File: src/rtl/irq_pkg.sv
// Shared types and defaults for the interrupt controller.
//   NUM_IRQ_DEF : default number of interrupt lines (pad count)
//   IRQ_ID_W    : width of a line index at the default line count
//   irq_id_t    : line index type at the default line count
//   irq_state_e : claim/service FSM states
package irq_pkg;

    localparam int unsigned NUM_IRQ_DEF = 16;
    localparam int unsigned IRQ_ID_W    = $clog2(NUM_IRQ_DEF);

    typedef logic [IRQ_ID_W-1:0] irq_id_t;

    typedef enum logic [1:0] {
        IDLE    = 2'd0,
        OFFER   = 2'd1,
        SERVICE = 2'd2,
        EOI     = 2'd3
    } irq_state_e;

endpackage

File: src/rtl/irq_sync.sv
// Multi-bit N-stage synchroniser for asynchronous level inputs.
// Each bit is treated independently; no cross-bit coherency is implied.
//   clk    : destination clock
//   rstn   : asynchronous active-low reset, clears every stage
//   data_i : asynchronous input bits
//   data_o : synchronised bits (output of the last stage)
module irq_sync #(
    parameter int unsigned WIDTH  = 1,
    parameter int unsigned STAGES = 2
) (
    input  logic             clk,
    input  logic             rstn,
    input  logic [WIDTH-1:0] data_i,
    output logic [WIDTH-1:0] data_o
);

    logic [WIDTH-1:0] stage_q [STAGES];

    always_ff @(posedge clk or negedge rstn) begin
        if (!rstn) begin
            for (int i = 0; i < int'(STAGES); i++) begin
                stage_q[i] <= '0;
            end
        end else begin
            stage_q[0] <= data_i;
            for (int i = 1; i < int'(STAGES); i++) begin
                stage_q[i] <= stage_q[i-1];
            end
        end
    end

    assign data_o = stage_q[STAGES-1];

endmodule

File: src/rtl/irq_ctrl.sv
// Interrupt controller: synchronises pad interrupts, latches them as pending
// (edge or level), offers the lowest-index pending line to the core over a
// valid/ready claim, tracks the single in-service line and emits a fixed-width
// one-hot EOI pulse when the core completes it.
//   clk, rstn      : core clock, asynchronous active-low reset
//   irq            : raw pad interrupts (asynchronous)
//   cfg_enable     : per-line enable
//   cfg_edge       : per-line mode, 1 = rising edge, 0 = level high
//   irq_valid      : claim offer valid
//   irq_id         : offered (and afterwards active) line index
//   irq_ready      : core accepts the offer
//   complete_valid : core signals end of service
//   complete_id    : line being completed
//   eoi            : one-hot EOI pulse to the output pads
//   in_service     : a line is claimed and not yet fully retired
//   err            : one-cycle pulse on an illegal complete
module irq_ctrl
    import irq_pkg::*;
#(
    parameter int unsigned NUM_IRQ          = NUM_IRQ_DEF,
    parameter int unsigned SYNC_STAGES      = 2,
    parameter int unsigned EOI_PULSE_CYCLES = 4
) (
    input  logic                       clk,
    input  logic                       rstn,
    input  logic [NUM_IRQ-1:0]         irq,
    input  logic [NUM_IRQ-1:0]         cfg_enable,
    input  logic [NUM_IRQ-1:0]         cfg_edge,
    output logic                       irq_valid,
    output logic [$clog2(NUM_IRQ)-1:0] irq_id,
    input  logic                       irq_ready,
    input  logic                       complete_valid,
    input  logic [$clog2(NUM_IRQ)-1:0] complete_id,
    output logic [NUM_IRQ-1:0]         eoi,
    output logic                       in_service,
    output logic                       err
);

    localparam int unsigned ID_W  = $clog2(NUM_IRQ);
    localparam int unsigned CNT_W = 8;

    logic [NUM_IRQ-1:0] s;
    logic [NUM_IRQ-1:0] prev_q;
    logic [NUM_IRQ-1:0] pend_q;
    logic [NUM_IRQ-1:0] pend_d;
    logic [NUM_IRQ-1:0] edge_set;
    logic [NUM_IRQ-1:0] claim_clr;
    logic [NUM_IRQ-1:0] pending;
    logic [NUM_IRQ-1:0] active_oh;
    logic [NUM_IRQ-1:0] mask;
    logic [NUM_IRQ-1:0] eligible;
    logic [ID_W-1:0]    win_id;
    logic               win_any;
    logic               claim;

    irq_state_e         state_q;
    logic [ID_W-1:0]    irq_id_q;
    logic               irq_valid_q;
    logic               in_service_q;
    logic [NUM_IRQ-1:0] eoi_q;
    logic               err_q;
    logic [CNT_W-1:0]   cnt_q;

    irq_sync #(
        .WIDTH  (NUM_IRQ),
        .STAGES (SYNC_STAGES)
    ) u_sync (
        .clk    (clk),
        .rstn   (rstn),
        .data_i (irq),
        .data_o (s)
    );

    assign claim     = (state_q == OFFER) && irq_ready;
    assign active_oh = NUM_IRQ'(1) << irq_id_q;
    assign mask      = (state_q != IDLE) ? active_oh : '0;

    // Edge-mode latch. Set is OR-ed in after the claim clear so a new edge
    // arriving on the claim cycle is not lost. Level lines keep this register
    // at zero so a later mode switch cannot expose stale state.
    always_comb begin
        edge_set  = s & ~prev_q & cfg_enable;
        claim_clr = '0;
        if (claim) begin
            claim_clr = active_oh;
        end
        pend_d = ((pend_q & ~claim_clr) | edge_set) & cfg_enable & cfg_edge;
    end

    always_ff @(posedge clk or negedge rstn) begin
        if (!rstn) begin
            prev_q <= '0;
            pend_q <= '0;
        end else begin
            prev_q <= s;
            pend_q <= pend_d;
        end
    end

    // Level lines follow the synchronised input directly.
    assign pending  = (pend_q & cfg_edge) | (s & cfg_enable & ~cfg_edge);
    assign eligible = pending & ~mask;

    // Fixed priority: scan downwards so the lowest set index wins.
    always_comb begin
        win_any = |eligible;
        win_id  = '0;
        for (int i = int'(NUM_IRQ) - 1; i >= 0; i--) begin
            if (eligible[i]) begin
                win_id = ID_W'(i);
            end
        end
    end

    always_ff @(posedge clk or negedge rstn) begin
        if (!rstn) begin
            state_q      <= IDLE;
            irq_id_q     <= '0;
            irq_valid_q  <= 1'b0;
            in_service_q <= 1'b0;
            eoi_q        <= '0;
            err_q        <= 1'b0;
            cnt_q        <= '0;
        end else begin
            err_q <= 1'b0;
            case (state_q)
                IDLE: begin
                    if (complete_valid) begin
                        err_q <= 1'b1;
                    end
                    if (win_any) begin
                        irq_id_q    <= win_id;
                        irq_valid_q <= 1'b1;
                        state_q     <= OFFER;
                    end
                end
                OFFER: begin
                    if (complete_valid) begin
                        err_q <= 1'b1;
                    end
                    // irq_id_q is frozen here regardless of pending changes.
                    if (irq_ready) begin
                        irq_valid_q  <= 1'b0;
                        in_service_q <= 1'b1;
                        state_q      <= SERVICE;
                    end
                end
                SERVICE: begin
                    if (complete_valid) begin
                        // Full-width compare: ids >= NUM_IRQ never match.
                        if (complete_id == irq_id_q) begin
                            cnt_q   <= CNT_W'(EOI_PULSE_CYCLES);
                            eoi_q   <= active_oh;
                            state_q <= EOI;
                        end else begin
                            err_q <= 1'b1;
                        end
                    end
                end
                EOI: begin
                    if (cnt_q == CNT_W'(1)) begin
                        eoi_q        <= '0;
                        in_service_q <= 1'b0;
                        state_q      <= IDLE;
                    end else begin
                        cnt_q <= cnt_q - CNT_W'(1);
                    end
                end
                default: begin
                    state_q <= IDLE;
                end
            endcase
        end
    end

    assign irq_valid  = irq_valid_q;
    assign irq_id     = irq_id_q;
    assign in_service = in_service_q;
    assign eoi        = eoi_q;
    assign err        = err_q;

endmodule

File: config.mk
export PLATFORM = sky130hd
export DESIGN_NAME = irq_ctrl
export DESIGN_NICKNAME = d
export VERILOG_FILES = /design/src/rtl/irq_pkg.sv /design/src/rtl/irq_sync.sv /design/src/rtl/irq_ctrl.sv
export SDC_FILE = /design/constraint.sdc
export NUM_CORES = 1
export LEC_CHECK = 0
export CAP_MARGIN = 20
export CORE_MARGIN = 10
export CORE_UTILIZATION = 57
export DETAILED_ROUTE_END_ITERATION = 10
export PLACE_DENSITY_LB_ADDON = 0.08
export SETUP_SLACK_MARGIN = 0.3
export SLEW_MARGIN = 30
export SYNTH_ARGS = -nofsm -noshare
export SYNTH_HDL_FRONTEND = slang
export SYNTH_HIERARCHICAL = 1
export SYNTH_SLANG_ARGS = --single-unit
File: constraint.sdc
create_clock -name clk -period 6.7 [get_ports clk]
set_clock_uncertainty 0.2 [all_clocks]
set_input_delay 0.67 -clock clk [delete_from_list [all_inputs] [get_ports clk]]
set_output_delay 0.67 -clock clk [all_outputs]
set_load 0.005 [all_outputs]
==> reports/metrics.cfg <==
[power]
vdd_ir_drop_max_v=0.000177
leakage_nw=2.29
p_per_area_nw_per_um2=350

[cells_and_area]
syn2layout_area_growth_pct=19.8
instances_no_fill=608
fill_cells=560
finish.instance_area_sq_um=5440
nets=563
n_antenna_cell=0
drive_gt1_frac=0.0613

[place]
dp_slack_ns=3.45
place.gp.congestion=0.856
dp.cells=592
port-buffer-count=78
placed_area_sq_um=5250
hpwlAfterDp_um=7540

[floorplanning]
fp.dieArea_sq_um=11900
start_util=0.587
num_rows=32
die_w_um=109
io_pins=79
die_h_um=109
core_area_sq_um=7730

[yosys]
ys_ff_latch=97
ys_seq_area_frac=0.535
yosysWarnings=6
syn_avg_cell_area_sq_um=10.2
synth_edf_count=0
syn_inst=443
ys_async_sr_fraction=1.00
yosysUniqueCellTypes=57
synth_nets=505
netlist_area_sq_um=4540
synth_flop_cell=dfrtp_1

[sta]
max_freq_ghz=0.324
finalHoldViolations=0
setup_slack_ns=3.62
fin_crit_sh=0.460
period_minus_slack_ns=3.08
setup_tns_ns=0
fin_hold_ws_ns=0.0817
slew_headroom=0.376
rsz0062_at_grt=false
drv_slew=0
setup_viol=0
worst_slew_pin_slew_ns=0.933

[global_route]
grt_usage=0.171
antenna_found_initial=0
grt_pass1_wl_um=16300
first_global_vias=3463
grt_overflow=0
grt_max_degree=52

[hold_path]
hold_path.class=in -> async

[detailed_routing]
drc_errors=0
drt_wl_total_um=10200
vias_per_cell=5.80
route.vias.total=3528
dr.pass1.iters=5
drt_iter0_drc=219
wl_met1_um=4340
detail-route-antenna-nets=0
wire_per_inst_um=16.8
wl_met3_um=811
maxUsedRoutingLayer=met4
routed-wl-met2_um=4840

[setup_path]
crit_buf_inv=1
critPathMaxFanout=17
start_kind=flop
required_ns=6.75
crit_family=simple AND/OR/NAND/NOR gates
arrival_ns=3.14
crit_path_end_kind=flop
critPathMaxStageDelay_ns=0.45
reg2reg_slack_ns=3.62
critPathKind=reg -> reg
slowest_stage=o32ai_1
path_cells=inv_1 -> ha_1 -> or3_4 -> o32ai_1 -> nand4_1 -> nor3_4 -> a21oi_2 -> mux2_4

[clocking]
cts_hold_buf=0
root_buffer=clkbuf_8
cts_sinks=97
cts.clk_slew.worst_paths_ns=0.09
cts_tree=built
clockBufferDepth=2
post_cts_resized=0
clk_latency_ns=0.37
numCtsBuffers=9
post_cts_buffers=0
h-tree-depth=3

[status]
status=complete, no violations

[job]
max_cap_viol_count=0

## cell families after synthesis
group / share of synthesized area
multiplexers: 0.0132
flip-flops: 0.535
AND/OR/NAND/NOR: 0.202
adder cells (fa/ha/maj): 0.0165
buffers and inverters: 0.0513
AO/OA/AOI/OAI: 0.163
XOR/XNOR: 0.0193
## metal layers
layer / global-route usage / vias up
li1: - / 1685
met1: 0.207 / 1693
met2: 0.275 / 119
met3: 0.0649 / 31
met4: 0.0567 / 0
met5: 0 / -
## cell usage after synthesis, types with 5 or more instances
library cell	number	area, sq um
dfrtp_1	97	2430
nand2_1	80	300
xor2_1	7	61.3
a21oi_1	26	130
o41ai_1	8	70.1
buf_4	16	120
nor2_1	17	63.8
ha_1	6	75.1
o22ai_1	6	37.5
o21ai_0	28	140
nand2b_1	22	138
clkbuf_1	7	26.3
nand3b_1	9	67.6
nand3_1	6	30.0
buf_2	6	30.0
and2_1	5	31.3
nand4_1	7	43.8
inv_1	8	30.0
o31ai_1	8	60.1
o211ai_1	5	37.5
## final timing paths
kind,endpoint,cells after the start,from
min in group clk,u_sync/data_o[3],0,u_sync/stage_q[19]
setup / recovery,state_q[1],8,state_q[0]
max in group asynchronous,prev_q[11],2,rstn
setup reg to reg,state_q[1],8,state_q[0]
hold / removal,u_sync/data_o[5],1,rstn
hold reg to reg,u_sync/data_o[3],0,u_sync/stage_q[19]
## cell type report
type                            instances  area [sq um]  area share
Tap cell                              102           128      0.0235
Timing Repair Buffer                   79           786       0.145
Clock buffer                           11           141      0.0260
Clock inverter                          5          46.3     0.00852
Inverter                                8          30.0     0.00552
Sequential cell                        97          2430       0.446
Multi-Input combinational cell        306          1880       0.345
## cell usage in the layout, fill, tap and decap left out, drive strengths merged, types with 4 or more instances in the layout
cell type / n
a21oi: 27
and2: 5
clkbuf: 11
clkdlybuf4s50: 77
dfrtp: 97
ha: 6
inv: 11
nand2: 80
nand2b: 22
nand3: 6
nand3b: 9
nand4: 7
nor2: 17
nor2b: 4
o2111ai: 4
o211ai: 5
o21ai: 28
o22ai: 6
o31ai: 8
o41ai: 8
xor2: 7
## registers in the layout, indices dropped and copies added (netlist names)
| name | cells |
|---|---|
| prev_q | 16 |
| err | 1 |
| pend_q | 16 |
| in_service | 1 |
| u_sync/stage_q | 16 |
| eoi | 16 |
| u_sync/data_o | 16 |
| irq_valid | 1 |
| irq_id | 4 |
| cnt_q | 8 |
| state_q | 2 |
## where the power goes
group | internal, mW | total [mW] | switching [mW]
Sequential | 0.690 | 0.824 | 0.134
Clock | 0.152 | 0.359 | 0.208
Combinational | 0.337 | 0.720 | 0.383
Total | 1.18 | 1.90 | 0.725
## metrics by stage
step	utilization	total power, mW
floorplan	-	1.28
global placement	0.679	1.52
detailed placement	0.679	1.55
CTS	0.704	1.91
global route	0.704	2.02
finish	0.704	1.90
No activity file was read; power rests on OpenSTA's default activity.
